## src/rtl/blink_seq_ctrl.sv

```systemverilog
// Step-table scheduler that replays up to 8 blink-period steps into the blink core slot.
// Optional macro BLINK_SEQ_IRQ_EN adds a done interrupt (irq) with clear at address 3.
module blink_seq_ctrl #(
    parameter int CLK_PER_MS = 100_000
) (
    input  logic        clk,
    input  logic        reset,
    input  logic        cs,
    input  logic        read,
    input  logic        write,
    input  logic [4:0]  addr,
    input  logic [31:0] wr_data,
    output logic [31:0] rd_data,
    output logic        m_cs,
    output logic        m_write,
    output logic [4:0]  m_addr,
    output logic [31:0] m_wr_data,
    output logic        busy
`ifdef BLINK_SEQ_IRQ_EN
    ,
    output logic        irq
`endif
);

    // Handshakes: a host access is one cycle of cs; a write commits on the edge where
    // cs && write, a read is combinational while cs && read. On the master side every
    // cycle with m_cs && m_write is one completed write; the core never stalls us.

    localparam logic [1:0] S_IDLE  = 2'd0;
    localparam logic [1:0] S_LOAD  = 2'd1;
    localparam logic [1:0] S_DWELL = 2'd2;
    localparam logic [1:0] S_DONE  = 2'd3;

    localparam int PW = (CLK_PER_MS > 1) ? $clog2(CLK_PER_MS) : 1;
    localparam logic [PW-1:0] PRESC_MAX = PW'(CLK_PER_MS - 1);

    logic [1:0]    state;
    logic          run;
    logic          loop_en;
    logic [3:0]    step_len;
    logic [15:0]   dwell_tbl [8];
    logic [31:0]   per_tbl [8];
    logic [2:0]    step;
    logic [1:0]    ld_idx;
    logic [31:0]   per_lat;
    logic [15:0]   dwell_lat;
    logic [PW-1:0] presc;
    logic [15:0]   ms_cnt;
    logic          done;

    logic        wr_en;
    logic        ctrl_wr;
    logic        run_start;
    logic        abort;
    logic        busy_i;
    logic [3:0]  eff_len;
    logic [2:0]  last_step;
    logic [2:0]  next_step;
    logic [15:0] eff_dwell;
    logic        wrap;
    logic        dwell_hit;
    logic        finish;
    logic [7:0]  code;

    assign wr_en     = cs && write;
    assign ctrl_wr   = wr_en && (addr == 5'd0);
    assign busy_i    = (state == S_LOAD) || (state == S_DWELL);
    assign run_start = ctrl_wr && wr_data[0] && !busy_i;
    assign abort     = ctrl_wr && !wr_data[0] && busy_i;
    assign busy      = busy_i;

    always_comb begin
        eff_len = step_len;
        if (step_len == 4'd0) begin
            eff_len = 4'd1;
        end else if (step_len > 4'd8) begin
            eff_len = 4'd8;
        end
    end

    assign last_step = 3'(eff_len - 4'd1);
    assign next_step = (step == last_step) ? 3'd0 : step + 3'd1;
    assign eff_dwell = (dwell_lat == 16'd0) ? 16'd1 : dwell_lat;
    assign wrap      = (presc == PRESC_MAX);
    assign dwell_hit = (state == S_DWELL) && wrap && ((ms_cnt + 16'd1) == eff_dwell);
    // Abort has priority over a completion landing on the same edge.
    assign finish    = dwell_hit && !abort && (step == last_step) && !loop_en;

    always_ff @(posedge clk or negedge reset) begin
        if (!reset) begin
            run      <= 1'b0;
            loop_en  <= 1'b0;
            step_len <= 4'd0;
            for (int k = 0; k < 8; k++) begin
                dwell_tbl[k] <= 16'd0;
                per_tbl[k]   <= 32'd0;
            end
        end else begin
            if (ctrl_wr) begin
                run     <= wr_data[0];
                loop_en <= wr_data[1];
            end
            if (finish) begin
                run <= 1'b0;
            end
            if (wr_en && (addr == 5'd2) && !busy_i) begin
                step_len <= wr_data[3:0];
            end
            if (wr_en && (addr[4:3] == 2'b01)) begin
                dwell_tbl[addr[2:0]] <= wr_data[15:0];
            end
            if (wr_en && (addr[4:3] == 2'b10)) begin
                per_tbl[addr[2:0]] <= wr_data;
            end
        end
    end

    always_ff @(posedge clk or negedge reset) begin
        if (!reset) begin
            state     <= S_IDLE;
            step      <= 3'd0;
            ld_idx    <= 2'd0;
            per_lat   <= 32'd0;
            dwell_lat <= 16'd0;
            presc     <= '0;
            ms_cnt    <= 16'd0;
            done      <= 1'b0;
        end else begin
            case (state)
                S_IDLE, S_DONE: begin
                    if (run_start) begin
                        step      <= 3'd0;
                        done      <= 1'b0;
                        ld_idx    <= 2'd0;
                        per_lat   <= per_tbl[0];
                        dwell_lat <= dwell_tbl[0];
                        state     <= S_LOAD;
                    end
                end
                S_LOAD: begin
                    ld_idx <= ld_idx + 2'd1;
                    if (abort) begin
                        state <= S_IDLE;
                    end else if (ld_idx == 2'd3) begin
                        presc  <= '0;
                        ms_cnt <= 16'd0;
                        state  <= S_DWELL;
                    end
                end
                S_DWELL: begin
                    if (abort) begin
                        state <= S_IDLE;
                    end else if (wrap) begin
                        presc <= '0;
                        if (dwell_hit) begin
                            if (finish) begin
                                done  <= 1'b1;
                                state <= S_DONE;
                            end else begin
                                step      <= next_step;
                                ld_idx    <= 2'd0;
                                per_lat   <= per_tbl[next_step];
                                dwell_lat <= dwell_tbl[next_step];
                                state     <= S_LOAD;
                            end
                        end else begin
                            ms_cnt <= ms_cnt + 16'd1;
                        end
                    end else begin
                        presc <= presc + PW'(1);
                    end
                end
                default: state <= S_IDLE;
            endcase
        end
    end

`ifdef BLINK_SEQ_IRQ_EN
    always_ff @(posedge clk or negedge reset) begin
        if (!reset) begin
            irq <= 1'b0;
        end else if (finish) begin
            irq <= 1'b1;
        end else if (run_start || (wr_en && (addr == 5'd3) && wr_data[0])) begin
            irq <= 1'b0;
        end
    end
`endif

    assign code      = per_lat[{ld_idx, 3'b000} +: 8];
    assign m_cs      = (state == S_LOAD);
    assign m_write   = (state == S_LOAD);
    assign m_addr    = (state == S_LOAD) ? {3'b000, ld_idx} : 5'd0;
    assign m_wr_data = (state == S_LOAD) ? {22'd0, code, 2'b00} : 32'd0;

    always_comb begin
        rd_data = 32'd0;
        if (cs && read) begin
            case (addr)
                5'd0: rd_data = {30'd0, loop_en, run};
                5'd1: rd_data = {23'd0, done, 1'b0, step, 3'b000, busy_i};
                5'd2: rd_data = {28'd0, step_len};
`ifdef BLINK_SEQ_IRQ_EN
                5'd3: rd_data = {31'd0, irq};
`endif
                default: begin
                    if (addr[4:3] == 2'b01) begin
                        rd_data = {16'd0, dwell_tbl[addr[2:0]]};
                    end else if (addr[4:3] == 2'b10) begin
                        rd_data = per_tbl[addr[2:0]];
                    end
                end
            endcase
        end
    end

endmodule
```

## config.mk

```make
export PLATFORM = sky130hd
export DESIGN_NAME = blink_seq_ctrl
export DESIGN_NICKNAME = d
export VERILOG_FILES = /design/src/rtl/blink_seq_ctrl.sv
export SDC_FILE = /design/constraint.sdc
export NUM_CORES = 1
export LEC_CHECK = 0
export BUFFER_PORTS_ARGS = -buffer_cell sky130_fd_sc_hd__buf_2
export CORE_AREA = 5 5 249 372
export CTS_BUF_LIST = sky130_fd_sc_hd__clkbuf_4
export CTS_CLUSTER_DIAMETER = 50
export DETAILED_ROUTE_END_ITERATION = 10
export DIE_AREA = 0 0 254 377
export GPL_ROUTABILITY_DRIVEN = 0
export PLACE_DENSITY = 0.53
export SLEW_MARGIN = 10
export SYNTH_ARGS = -nofsm -noshare
export SYNTH_HDL_FRONTEND = slang
export SYNTH_SLANG_ARGS = --single-unit
```

## constraint.sdc

```tcl
create_clock -name clk -period 3.7 [get_ports clk]
set_clock_uncertainty 0.15 [all_clocks]
set_input_delay 0.37 -clock clk [delete_from_list [all_inputs] [get_ports clk]]
set_output_delay 0.37 -clock clk [all_outputs]
set_load 0.01 [all_outputs]
```

Word level (Yosys, flattened, before mapping). Cells that the tools add are included.

Bits in registers: 479. Word-level logic and storage cells: 177.

$add $sub $neg: 5. Magnitude comparators: 4. Equality and inequality tests: 23. Shift operators: 1. Multiplexer cells: 79. Bitwise gates (word level): 2. Reduce and logical (&&, ||, !) cells: 36.

Operators with widths (count): $mux W32 (13); $bwmux W256 (1); $mux W16 (16); $bmux W32 S3 (2); $bwmux W128 (1); $bmux W16 S3 (2); $demux W32 S3 (1); $pmux W32 S3 (1); $mux W17 (4); $pmux W16 S2 (2); $pmux W32 S2 (1); $demux W16 S3 (1); $pmux W17 S2 (1); $shiftx A32 B6 Y8 (1); $mux W2 (13); $mux W3 (8); $reduce_and A6 Y1 (3); $add A17 B1 Y17 const B (1); $eq A17 B17 Y1 const B (1); $logic_and A1 B1 Y1 (17); $add A16 B1 Y16 const B (1); $eq A16 B16 Y1 (1); $logic_not A16 Y1 (1); $ne A2 B2 Y1 const B (8); other kinds (29) (49).

Longest topological paths before layout.
Word-level depth: 15. Mapped depth: 15. Depth with buffers taken out: 12.

Worst setup path after synthesis. Ideal clock, no wire load.

Path type: reg-to-reg. Start: reg step_len[1]. End: reg dwell_lat[10]. Arrival time: 3.064 ns. Setup slack: 0.361 ns. Cell stages (with the launch flop): 13. Period minus slack after synthesis: 3.339 ns. Cells stage by stage: dfrtp_1 > o21ba_2 > nor2_1 > inv_1 > ha_1 > xor2_1 > xnor2_1 > o211ai_1 > and3_1 > clkbuf_1 > dlygate4sd3_1 > a221o_1 > mux2_2.

Cells in the longest elaborated chain, start to end: 15.

RTL lines: start: declaration (RTL line 40) `logic [3:0] step_len;`; start signal: assignment (RTL line 107) `step_len <= wr_data[3:0];`; $gt A4 B4 Y1 (RTL line 76) `end else if (step_len > 4'd8) begin`; $mux W3 (RTL line 76); $mux W3 * (RTL line 74) `if (step_len == 4'd0) begin`; $sub A3 B1 Y3 * (RTL line 81) `assign last_step = 3'(eff_len - 4'd1);`; $eq A3 B3 Y1 * (RTL line 82, 87); $mux W3 (RTL line 82) `assign next_step = (step == last_step) ? 3'd0 : step + 3'd1;`; $not A3 Y4 (not written as such) (RTL line 163) `dwell_lat <= dwell_tbl[next_step];`; $bmux W16 S3 (RTL line 163); $mux W16 (not written as such) (2 in a row) (RTL line 163); $mux W16 (RTL line 156) `if (finish) begin`; $mux W16 (RTL line 155) `if (dwell_hit) begin`; $mux W16 (RTL line 153) `end else if (wrap) begin`; $mux W16 (RTL line 151) `if (abort) begin`; $pmux W16 S2 (RTL line 129) `case (state)`; end signal: assignment (RTL line 136) `dwell_lat <= dwell_tbl[0];`; end signal: assignment (RTL line 163); end: declaration (RTL line 46) `logic [15:0] dwell_lat;`.

Mark *: on every way between the ends. The rest lies on a longest branch, timed or not. The select of a mux whose other input is x is not followed. A chain may end at the register's enable or synchronous reset.

Final worst setup path.
Start: reg dwell_lat[1]. End: reg per_lat[14].

Cells in the longest elaborated chain, start to end: 9.

RTL lines: $logic_not A16 Y1 (RTL line 83) `assign eff_dwell = (dwell_lat == 16'd0) ? 16'd1 : dwell_lat;`; $mux W16 * (RTL line 83); $eq A16 B16 Y1 * (RTL line 85) `assign dwell_hit = (state == S_DWELL) && wrap && ((ms_cnt + 16'd1) == eff_dwell);`; $logic_and A1 B1 Y1 * (RTL line 85); $logic_and A1 B1 Y1 (3 in a row) (RTL line 87) `assign finish = dwell_hit && !abort && (step == last_step) && !loop_en;`; $ne A2 B2 Y1 (no line); $reduce_and A6 Y1 (no line) *; end signal: assignment (RTL line 135) `per_lat <= per_tbl[0];`; end signal: assignment (RTL line 162) `per_lat <= per_tbl[next_step];`; end: declaration (RTL line 45) `logic [31:0] per_lat;`.

Mark *: on every way between the ends. The rest lies on a longest branch, timed or not.

==> impl_metrics.yaml <==
placed_design:
  portBuffers: 86
  placedCellCount: 3400
  dp_hpwl_um: 57100
floorplan:
  io_pins: 114
  die_width_um: 254
  core_area_sq_um: 88900
  dieArea_sq_um: 95800
  dieHeight_um: 377
  placementRows: 134
  start_util_pct: 29.7
critical_path:
  ff2ff_path_depth: 9
  crit_cells: 9
  cp.buffers_inverters: 1
  path_delay_family: "simple AND/OR/NAND/NOR gates"
  setup.worst_path.end_class: "flip-flop"
  critPathMaxFanout: 20
  startpoint_type: "flip-flop"
  worstPathArrival_ns: 4.28
  crit_start: "dwell_lat[1]$_DFFE_PN0P_"
  cp_slowest_cell: "nor4_1"
  crit_end: "per_lat[14]$_DFFE_PN0P_"
  cp.required_ns: 4.34
  crit-reg2reg-launch: "dwell_lat[1]$_DFFE_PN0P_"
  timing.rr.end: "per_lat[14]$_DFFE_PN0P_"
  max_stage_delay_ns: 0.56
  r2r_slack_ns: 0.06
  path_class: "reg2reg"
  crit_path_cell_trace: "nor4_1 -> nand4_1 -> mux2i_1 -> o2111ai_1 -> a2111oi_4 -> a21o_2 -> nand3_4 -> buf_12 -> mux2_4"
logic_synthesis:
  synth.top_cell.area_share_pct: 45.4
  synth_cells: 2248
  synth_seq_area_share_pct: 45.4
  synth.area.top_cells: "dfrtp_1, mux2_2, mux4_2"
  ys_warn_count: 0
  ys_seq_elements: 479
  netlist_area_sq_um: 26400
  syn_area_per_cell_sq_um: 11.7
  synth-edff-count: 0
  async_reset_ff_share_pct: 100
  synth_ff_type: "dfrtp_1"
  yosysTopAreaCell: "dfrtp_1"
  synth_cell_types: 74
detailed_routing:
  wl_per_cell_um: 24.2
  drc: 0
  drt-vias-per-instance: 5.49
  finalWirelength_um: 88600
  vias: 20100
  ant_nets: 0
  first_iter_violations: 1256
  drt_pass1_iterations: 5
sta:
  slew_headroom_pct: 38.8
  finalHoldViolations: 0
  post-route-period-util_pct: 98.4
  finalSetupViolations: 0
  slew_viol_final: 0
  tightest_slew_ns: 0.912
  max_freq_mhz: 275
  fin_crit_ns: 3.64
clock_tree:
  cts.path.max_buffers: 3
  cts-root-buf: "clkbuf_4"
  cts-buffers-inserted: 116
  cts.sinks: 479
  clkTransAtPathRegs_ns: 0.07
  insertion_delay_ns: 0.94
  htree_levels: 3
  cts_tree: "yes"
power:
  combPwrFrac_pct: 42.2
  power.total_uw: 19600
  p_sw_uw: 7900
  internal-power_uw: 11700
  p_leak_uw: 0.0136
  p_per_area_nw_per_um2: 639
  ir_drop_mv: 0.541
  seq_power_share_pct: 35.2
  switching_share_pct: 40.4
  clockPowerShare_pct: 22.6
finish:
  nets: 2457
  drive_gt1_share_pct: 38.4
  fillCellCount: 8803
  seq_area_sq_um: 12000
  final_cells: 3658
  multi_input_area_sq_um: 13600
  synthToLayoutAreaGrowth_pct: 15.9
global_route:
  use_met3_pct: 2.68
  antenna_found_initial: 6
  overflow: 0
  busiest_layer: "met2"
  grt_pass1_wl_um: 134000
  grt_pass1_vias: 21200
  grt_max_degree: 103
  grt_usage_pct: 18.2
  gr-usage-met2_pct: 31.8
  grt.met1_usage_pct: 21.4
flow_run:
  max-cap-violations: 0
hold_path:
  hold_path_class: "in2reg"
run_status:
  status: "finished clean"
## layout make-up
cell class	count	share of cell area (%)
diodes	5	0.0409
clock buffers	163	4.00
clock inverters	44	0.748
inverters	15	0.184
multi-input cells	1563	44.3
flip-flops and latches	479	39.2
well taps	1156	4.73
repair buffers	233	6.75
## metrics by stage
step | hold WS (ns) | utilization [%] | setup slack [ns] | setup TNS [ns] | instance area (sq um)
finish | 0.180 | 34.4 | 0.0589 | 0 | 30600
global route | 0.119 | 34.4 | -0.0389 | -0.327 | 30600
CTS | 0.0442 | 34.4 | 0.0169 | 0 | 30500
detailed placement | 0.298 | 32.2 | 0.0661 | 0 | 28600
global placement | 0.280 | 32.2 | 0.0837 | 0 | 28600
floorplan | -0.0756 | - | 0.361 | 0 | 26500
## flip-flops by register name (all words and copies together) (netlist names)
| signal | count |
|---|---|
| per_tbl | 256 |
| dwell_tbl | 128 |
| per_lat | 32 |
| presc | 17 |
| dwell_lat | 16 |
| ms_cnt | 16 |
| step_len | 4 |
| step | 3 |
| ld_idx | 2 |
| state | 2 |
| done | 1 |
| loop_en | 1 |
| run | 1 |
## cells in the mapped netlist (all sizes together), types with 16 or more instances
cell type  count
buf           76
xnor2         16
mux2i         58
nor2          40
a211o         16
a31oi         28
o21ai         23
mux2         441
and2          20
nand2        294
mux4         104
o22ai         64
nand3         60
a221oi        17
a21oi         53
nor2b         33
a221o         31
dfrtp        479
clkbuf       140
a211oi        55
and3          47
## routing by layer
metal	share of wire (%)	vias to the layer above
li1	-	8699
met1	38	10500
met2	52	682
met3	4.7	218
met4	5.4	0
met5	0	-
## cell usage in the layout, fill, tap and decap left out, drive strengths merged, types with 33 or more instances in the layout
master / netlist / layout
a211oi: 55 / 55
a21oi: 53 / 53
and3: 47 / 47
buf: 76 / 191
clkbuf: 140 / 163
clkinv: 1 / 39
dfrtp: 479 / 479
dlygate4sd3: 2 / 42
mux2: 441 / 441
mux2i: 58 / 58
mux4: 104 / 104
nand2: 294 / 295
nand3: 60 / 60
nor2: 40 / 40
nor2b: 33 / 33
o22ai: 64 / 64
## worst register-to-register path, delay by kind of cell (launching register included)
family	cells	cell delay, ns
muxes	2	0.59
buffers and inverters	1	0.27
DFF	1	0.45
AOI/OAI and AO/OA	3	0.90
and+or+nand+nor	3	1.14
## kinds of logic (layout without fill, tap and decap cells)
kind of cell	count (synthesis)	in the layout	share of synthesized area, %
other	1	32	0.0142
adder cells (fa/ha/maj)	7	7	0.332
flip-flops	479	479	45.4
buffers and inverters	233	455	4.01
AO/OA/AOI/OAI	328	328	8.87
XOR/XNOR	29	29	0.962
AND/OR/NAND/NOR	568	569	10.3
multiplexers	603	603	30.0
## power by group through the flow
stage	registers, uW	clock network (uW)	logic, uW
6_report	6890	4420	8260
3_5_place_dp	6960	0	8100
2_1_floorplan	6580	0	5190
3_3_place_gp	6910	0	8000
5_1_grt	6960	4830	8800
4_1_cts	6860	4590	8160
## worst min path at each step
stage | start | to | slack [ns] | depth (start not counted)
global route | wr_data[30] | per_tbl[254]$_DFFE_PN0P_ | 0.12 | 3
finish | wr_data[30] | per_tbl[254]$_DFFE_PN0P_ | 0.18 | 3
global placement | reset | per_tbl[210]$_DFFE_PN0P_ | 0.28 | 1
CTS | wr_data[30] | per_tbl[222]$_DFFE_PN0P_ | 0.04 | 3
detailed placement | reset | per_tbl[210]$_DFFE_PN0P_ | 0.30 | 1
floorplan | reset | done$_DFFE_PN0P_ | -0.08 | 0
## what timing repair did
action                     in CTS  in global routing
hold buffers                   43                  0
hold endpoints to repair      871                  0
setup buffers                   0                  2
resized for setup               0                  5
setup endpoints to repair       0                 44
No activity file was read; power rests on OpenSTA's default activity.
